**config.mk**
```make
export PLATFORM = sky130hd
export DESIGN_NAME = im_fetch_ctrl
export DESIGN_NICKNAME = d
export VERILOG_FILES = /design/src/rtl/im_fetch_pkg.sv /design/src/rtl/im_fetch_buf.sv /design/src/rtl/im_fetch_ctrl.sv
export SDC_FILE = /design/constraint.sdc
export NUM_CORES = 1
export LEC_CHECK = 0
export CORE_MARGIN = 2
export CORE_UTILIZATION = 40
export CTS_BUF_LIST = sky130_fd_sc_hd__clkbuf_16
export DETAILED_ROUTE_END_ITERATION = 6
export HOLD_SLACK_MARGIN = 0.12
export PLACE_DENSITY = 0.72
export SYNTH_ARGS = -nofsm -noshare
export SYNTH_HDL_FRONTEND = slang
export SYNTH_SLANG_ARGS = --single-unit
```
**constraint.sdc**
```tcl
create_clock -name clk -period 2.2 [get_ports clk]
set_input_delay 0.33 -clock clk [delete_from_list [all_inputs] [get_ports clk]]
set_output_delay 0.33 -clock clk [all_outputs]
set_load 0.005 [all_outputs]
```
**src/rtl/im_fetch_pkg.sv**
```systemverilog
// Shared IM/PC constants, fetch entry layout and the address check used by the fetch path.
package im_fetch_pkg;

    localparam logic [31:0] IMF_PC_START   = 32'h0000_3000;
    localparam logic [31:0] IMF_ADDR_LB    = 32'h0000_3000;
    localparam logic [31:0] IMF_ADDR_UB    = 32'h0000_6ffc;
    localparam logic [31:0] IMF_ISR_ADDR   = 32'h0000_4180;
    localparam int          IMF_ADDR_WIDTH = 12;
    localparam int          IMF_ENTRY_W    = 65;

    typedef enum logic {
        ST_RUN  = 1'b0,
        ST_HALT = 1'b1
    } fetch_state_e;

    typedef struct packed {
        logic        fault;
        logic [31:0] pc;
        logic [31:0] instr;
    } fetch_entry_t;

    function automatic logic addr_in_range(
        input logic [31:0] pc,
        input logic [31:0] lb,
        input logic [31:0] ub
    );
        return (pc >= lb) && (pc <= ub) && (pc[1:0] == 2'b00);
    endfunction

endpackage

```
**src/rtl/im_fetch_buf.sv**
```systemverilog
// Output register plus one skid slot; an empty output register passes the live
// memory response straight through so issue-to-valid latency is one cycle.
module im_fetch_buf
    import im_fetch_pkg::*;
(
    input  logic                   clk,
    input  logic                   i_reset,
    input  logic                   i_flush,
    input  logic                   i_in_valid,
    input  logic [IMF_ENTRY_W-1:0] i_in_data,
    input  logic                   i_out_ready,
    output logic                   o_out_valid,
    output logic [IMF_ENTRY_W-1:0] o_out_data,
    output logic                   o_skid_valid
);

    logic                   r_out_valid;
    logic [IMF_ENTRY_W-1:0] r_out_data;
    logic                   r_skid_valid;
    logic [IMF_ENTRY_W-1:0] r_skid_data;
    logic                   w_bypass;

    assign w_bypass     = !r_out_valid && i_in_valid;
    assign o_out_valid  = r_out_valid || i_in_valid;
    assign o_out_data   = w_bypass ? i_in_data : r_out_data;
    assign o_skid_valid = r_skid_valid;

    always_ff @(posedge clk) begin
        if (i_reset || i_flush) begin
            r_out_valid  <= 1'b0;
            r_out_data   <= '0;
            r_skid_valid <= 1'b0;
            r_skid_data  <= '0;
        end else if (!r_out_valid) begin
            // Bypassed response that decode did not take must be captured now.
            if (i_in_valid && !i_out_ready) begin
                r_out_valid <= 1'b1;
                r_out_data  <= i_in_data;
            end
        end else if (i_out_ready) begin
            if (r_skid_valid) begin
                r_out_data   <= r_skid_data;
                r_skid_valid <= i_in_valid;
                r_skid_data  <= i_in_data;
            end else if (i_in_valid) begin
                r_out_data <= i_in_data;
            end else begin
                r_out_valid <= 1'b0;
            end
        end else if (i_in_valid) begin
            r_skid_valid <= 1'b1;
            r_skid_data  <= i_in_data;
        end
    end

endmodule

```
**src/rtl/im_fetch_ctrl.sv**
```systemverilog
// Fetch controller: owns the fetch PC, issues one IM read per cycle, flags bad
// addresses and hands {pc, instr, fault} to decode through im_fetch_buf.
module im_fetch_ctrl
    import im_fetch_pkg::*;
#(
    parameter logic [31:0] PC_START      = IMF_PC_START,
    parameter logic [31:0] ADDR_LB       = IMF_ADDR_LB,
    parameter logic [31:0] ADDR_UB       = IMF_ADDR_UB,
    parameter int          IM_ADDR_WIDTH = IMF_ADDR_WIDTH
)(
    input  logic                     clk,
    input  logic                     reset,
    input  logic                     redirect_valid,
    input  logic [31:0]              redirect_pc,
    output logic                     mem_en,
    output logic [IM_ADDR_WIDTH-1:0] mem_addr,
    input  logic [31:0]              mem_rdata,
    output logic                     out_valid,
    input  logic                     out_ready,
    output logic [31:0]              out_pc,
    output logic [31:0]              out_instr,
    output logic                     out_fault
);

    fetch_state_e r_state, w_state_next;
    logic [31:0]  r_fetch_pc, w_fetch_pc_next;
    logic         r_inflight, w_inflight_next;
    logic         r_inflight_fault, w_inflight_fault_next;
    logic [31:0]  r_inflight_pc, w_inflight_pc_next;

    logic         w_addr_ok;
    logic         w_issue;
    logic         w_skid_valid;
    logic [31:0]  w_diff;
    logic         w_unused;
    fetch_entry_t w_resp;
    fetch_entry_t w_out;

    assign w_addr_ok = addr_in_range(r_fetch_pc, ADDR_LB, ADDR_UB);
    assign w_diff    = r_fetch_pc - ADDR_LB;
    assign w_unused  = &{1'b0, w_diff[31:IM_ADDR_WIDTH+2], w_diff[1:0]};

    // Hold off when the pending response would find both buffer slots occupied.
    assign w_issue = (r_state == ST_RUN) && !redirect_valid && !w_skid_valid
                     && !(r_inflight && out_valid && !out_ready);

    assign mem_en   = !reset && w_issue && w_addr_ok;
    assign mem_addr = reset ? '0 : w_diff[IM_ADDR_WIDTH+1:2];

    always_comb begin
        w_state_next          = r_state;
        w_fetch_pc_next       = r_fetch_pc;
        w_inflight_next       = 1'b0;
        w_inflight_fault_next = 1'b0;
        w_inflight_pc_next    = r_fetch_pc;
        if (redirect_valid) begin
            w_state_next    = ST_RUN;
            w_fetch_pc_next = redirect_pc;
        end else if (w_issue) begin
            w_inflight_next = 1'b1;
            if (w_addr_ok) begin
                w_fetch_pc_next = r_fetch_pc + 32'd4;
            end else begin
                w_inflight_fault_next = 1'b1;
                w_state_next          = ST_HALT;
            end
        end
    end

    always_ff @(posedge clk) begin
        if (reset) begin
            r_state          <= ST_RUN;
            r_fetch_pc       <= PC_START;
            r_inflight       <= 1'b0;
            r_inflight_fault <= 1'b0;
            r_inflight_pc    <= '0;
        end else begin
            r_state          <= w_state_next;
            r_fetch_pc       <= w_fetch_pc_next;
            r_inflight       <= w_inflight_next;
            r_inflight_fault <= w_inflight_fault_next;
            r_inflight_pc    <= w_inflight_pc_next;
        end
    end

    assign w_resp = '{fault: r_inflight_fault,
                      pc:    r_inflight_pc,
                      instr: r_inflight_fault ? 32'd0 : mem_rdata};

    im_fetch_buf u_buf (
        .clk          (clk),
        .i_reset      (reset),
        .i_flush      (redirect_valid),
        .i_in_valid   (r_inflight),
        .i_in_data    (w_resp),
        .i_out_ready  (out_ready),
        .o_out_valid  (out_valid),
        .o_out_data   (w_out),
        .o_skid_valid (w_skid_valid)
    );

    assign out_pc    = w_out.pc;
    assign out_instr = w_out.instr;
    assign out_fault = w_out.fault;

endmodule

```
==> impl_metrics.env <==
export IMPL_drc=0
export IMPL_die_area_sq_um=23000
export IMPL_antenna_found_initial=2
export IMPL_syn_cell_area_sq_um=8710
export IMPL_tightestPinTransition_ns=0.517
export IMPL_clk_latency_ns=0.43
export IMPL_cts_tree="yes"
export IMPL_path_clk_slew_ns=0.07
export IMPL_cp_max_fo=5
export IMPL_wl_mm=24.1
export IMPL_arrival_ns=2.54
export IMPL_start_util=0.410
export IMPL_fmaxAchievable_ghz=0.451
export IMPL_rsz0062_at_grt="true"
export IMPL_yosysWarnings=0
export IMPL_cp_start_kind="register"
export IMPL_synth_seq_cells=199
export IMPL_num_vias=7953
export IMPL_worst_slack_ns=-0.0168
export IMPL_finalClockSkew_ns=0.00658
export IMPL_syn_nets=1116
export IMPL_final_antenna_net_count=0
export IMPL_setup_viol=1
export IMPL_fin_crit_ns=2.22
export IMPL_synth_distinct_cells=39
export IMPL_core_sq_um=21200
export IMPL_dpl_worst_slack_ns=-0.454
export IMPL_io_buffers=146
export IMPL_placementRows=53
export IMPL_maxSlewHeadroom=0.655
export IMPL_synth_edf_count=0
export IMPL_postSynthAreaPerCell_sq_um=8.34
export IMPL_required_ns=2.53
export IMPL_grt_pass1_wl_mm=38.5
export IMPL_die_h_um=152
export IMPL_async_flop_share=0
export IMPL_cts_root_buf="clkbuf_16"
export IMPL_die_w_um=152
export IMPL_hold_class="in -> reg"
export IMPL_numCtsBuffers=17
export IMPL_gr_usage_all_layers=0.211
export IMPL_pwr_density_cell_nw_per_um2=691
export IMPL_hold_buffers=0
export IMPL_clock_sinks=199
export IMPL_place_area_sq_um=10900
export IMPL_cts_buffer_depth=2
export IMPL_wl_per_cell_um=16.1
export IMPL_drtIter0Drc=370
export IMPL_vias_per_cell=5.30
export IMPL_crit_type="reg -> reg"
export IMPL_slew_violations=0
export IMPL_netlist_instances=1044
export IMPL_final_hold_viol_count=0
export IMPL_maxCapViolCount=0
export IMPL_p_leak_uw=0.00451
export IMPL_place_congestion=0.872
export IMPL_status="finished, violations left"
export IMPL_design_area_sq_um=11900
export IMPL_post_dp_hpwl_mm=14.8
export IMPL_drive_gt1_frac=0.230
export IMPL_finalCritPeriodShare=1.01
export IMPL_grt_max_degree=72
export IMPL_utilization=0.559
export IMPL_area_growth_pct=36.2
export IMPL_synth_ff_type="dfxtp_1"
export IMPL_yosysSeqAreaShare=0.457
export IMPL_ioPinCount=147
export IMPL_violations="negative setup slack"
export IMPL_grt_pass1_vias=7556
export IMPL_ir_drop_uv=483
export IMPL_grt_overflow=0
export IMPL_cts_max_level=4
export IMPL_cp_end_kind="register"
export IMPL_drt_first_pass_iters=5
export IMPL_fin_setup_tns_ns=-0.0168
export IMPL_nets=1283
[path summary, 6_finish.rpt]
check                               startpoint             to  slack [ns]  cells past startpoint
worst min-delay path                     reset     r_inflight        0.19                      2
worst min register to register         r_state        r_state        0.44                      2
worst max register to register  r_fetch_pc[28]  r_fetch_pc[8]       -0.02                      9
worst max-delay path            r_fetch_pc[28]  r_fetch_pc[8]       -0.02                      9
[metal layers]
metal,global-route usage,vias up,wire (um)
li1,-,3966,-
met1,0.284,3697,10900
met2,0.349,261,11300
met3,0.0371,27,1570
met4,0.0597,2,345
met5,0,-,13
[flip-flops by register name, indices dropped and copies added (netlist names)]
| register | count |
|---|---|
| r_state | 1 |
| r_inflight_fault | 1 |
| u_buf.r_out_valid | 1 |
| u_buf.r_out_data | 65 |
| u_buf.o_skid_valid | 1 |
| r_inflight_pc | 32 |
| r_fetch_pc | 32 |
| u_buf.r_skid_data | 65 |
| r_inflight | 1 |
[cell families (layout without fill, tap and decap cells)]
| family | Yosys count | count (layout) | synth area share |
|---|---|---|---|
| flip-flops | 199 | 199 | 0.457 |
| AO/OA/AOI/OAI | 160 | 160 | 0.129 |
| XOR/XNOR | 1 | 1 | 0.00101 |
| other | 0 | 1 | 0 |
| AND/OR/NAND/NOR | 494 | 494 | 0.256 |
| buffers and inverters | 102 | 282 | 0.0453 |
| multiplexers | 84 | 84 | 0.106 |
| adder cells (fa/ha/maj) | 4 | 4 | 0.00575 |
[cell usage after synthesis, drive strengths merged, types with 5 or more instances]
cell	count	area, sq um
nand2	203	762
dfxtp	199	3980
nor2	110	413
clkbuf	80	302
a311oi	75	657
nand3	69	345
a21oi	68	340
nor2b	67	419
mux2	65	732
mux2i	19	190
buf	13	58.8
inv	8	30.0
nor3	8	40.0
nor4	8	50.1
and3	5	31.3
or3	5	31.3
[placed cells by master (no fill, tap or decap), types with 6 or more instances in the layout]
cell	count
nand3_1	69
clkbuf_2	35
inv_1	9
mux2i_1	19
nor2b_1	67
clkbuf_16	18
dfxtp_2	6
mux2_4	22
buf_2	19
clkdlybuf4s50_1	78
buf_12	15
nor2_1	110
nor3_1	7
buf_4	64
mux2_2	43
a21oi_1	68
buf_6	10
dfxtp_1	192
a311oi_1	72
nand2_1	201
[power by group]
group	internal [uW]	switching, uW	leakage [uW]
clock	2030	1390	0.000313
combinational	549	466	0.00258
sequential	3690	66.0	0.00162
[critical path, cell delays in order, from the launching register on]
cell and delay [ns]:
dfxtp_2 0.33, nor4_2 0.25, buf_4 0.14, nand4_1 0.13, buf_4 0.18, buf_4 0.13
nor4_4 0.25, clkdlybuf4s15_2 0.29, a311oi_1 0.12, nor4_1 0.29
[stage by stage]
step,std cells,hold WS (ns),total power (uW)
2_1_floorplan,1044,0.422,4280
3_3_place_gp,1448,0.430,4750
3_5_place_dp,1448,0.436,4770
4_1_cts,1498,0.157,8260
5_1_grt,1500,0.187,8520
6_report,1500,0.192,8200
[timing repair]
| action | in CTS | in global routing |
|---|---|---|
| pin swaps | 6 | 5 |
| gates cloned | 5 | 2 |
| setup buffers | 13 | 0 |
| gates resized for setup | 209 | 63 |
| endpoints found under the setup margin | 83 | 61 |
[final cells by class]
type                    instances  area, sq um
clock buffers                  17          425
multi-input cells             743         4580
inverters                       9         33.8
well taps                     275          344
flip-flops and latches        199         4000
diodes                          1         2.50
clock inverters                15          223
repair buffers                241         2260
fillers                      1893         9360
(Power assumes the default switching activity.)
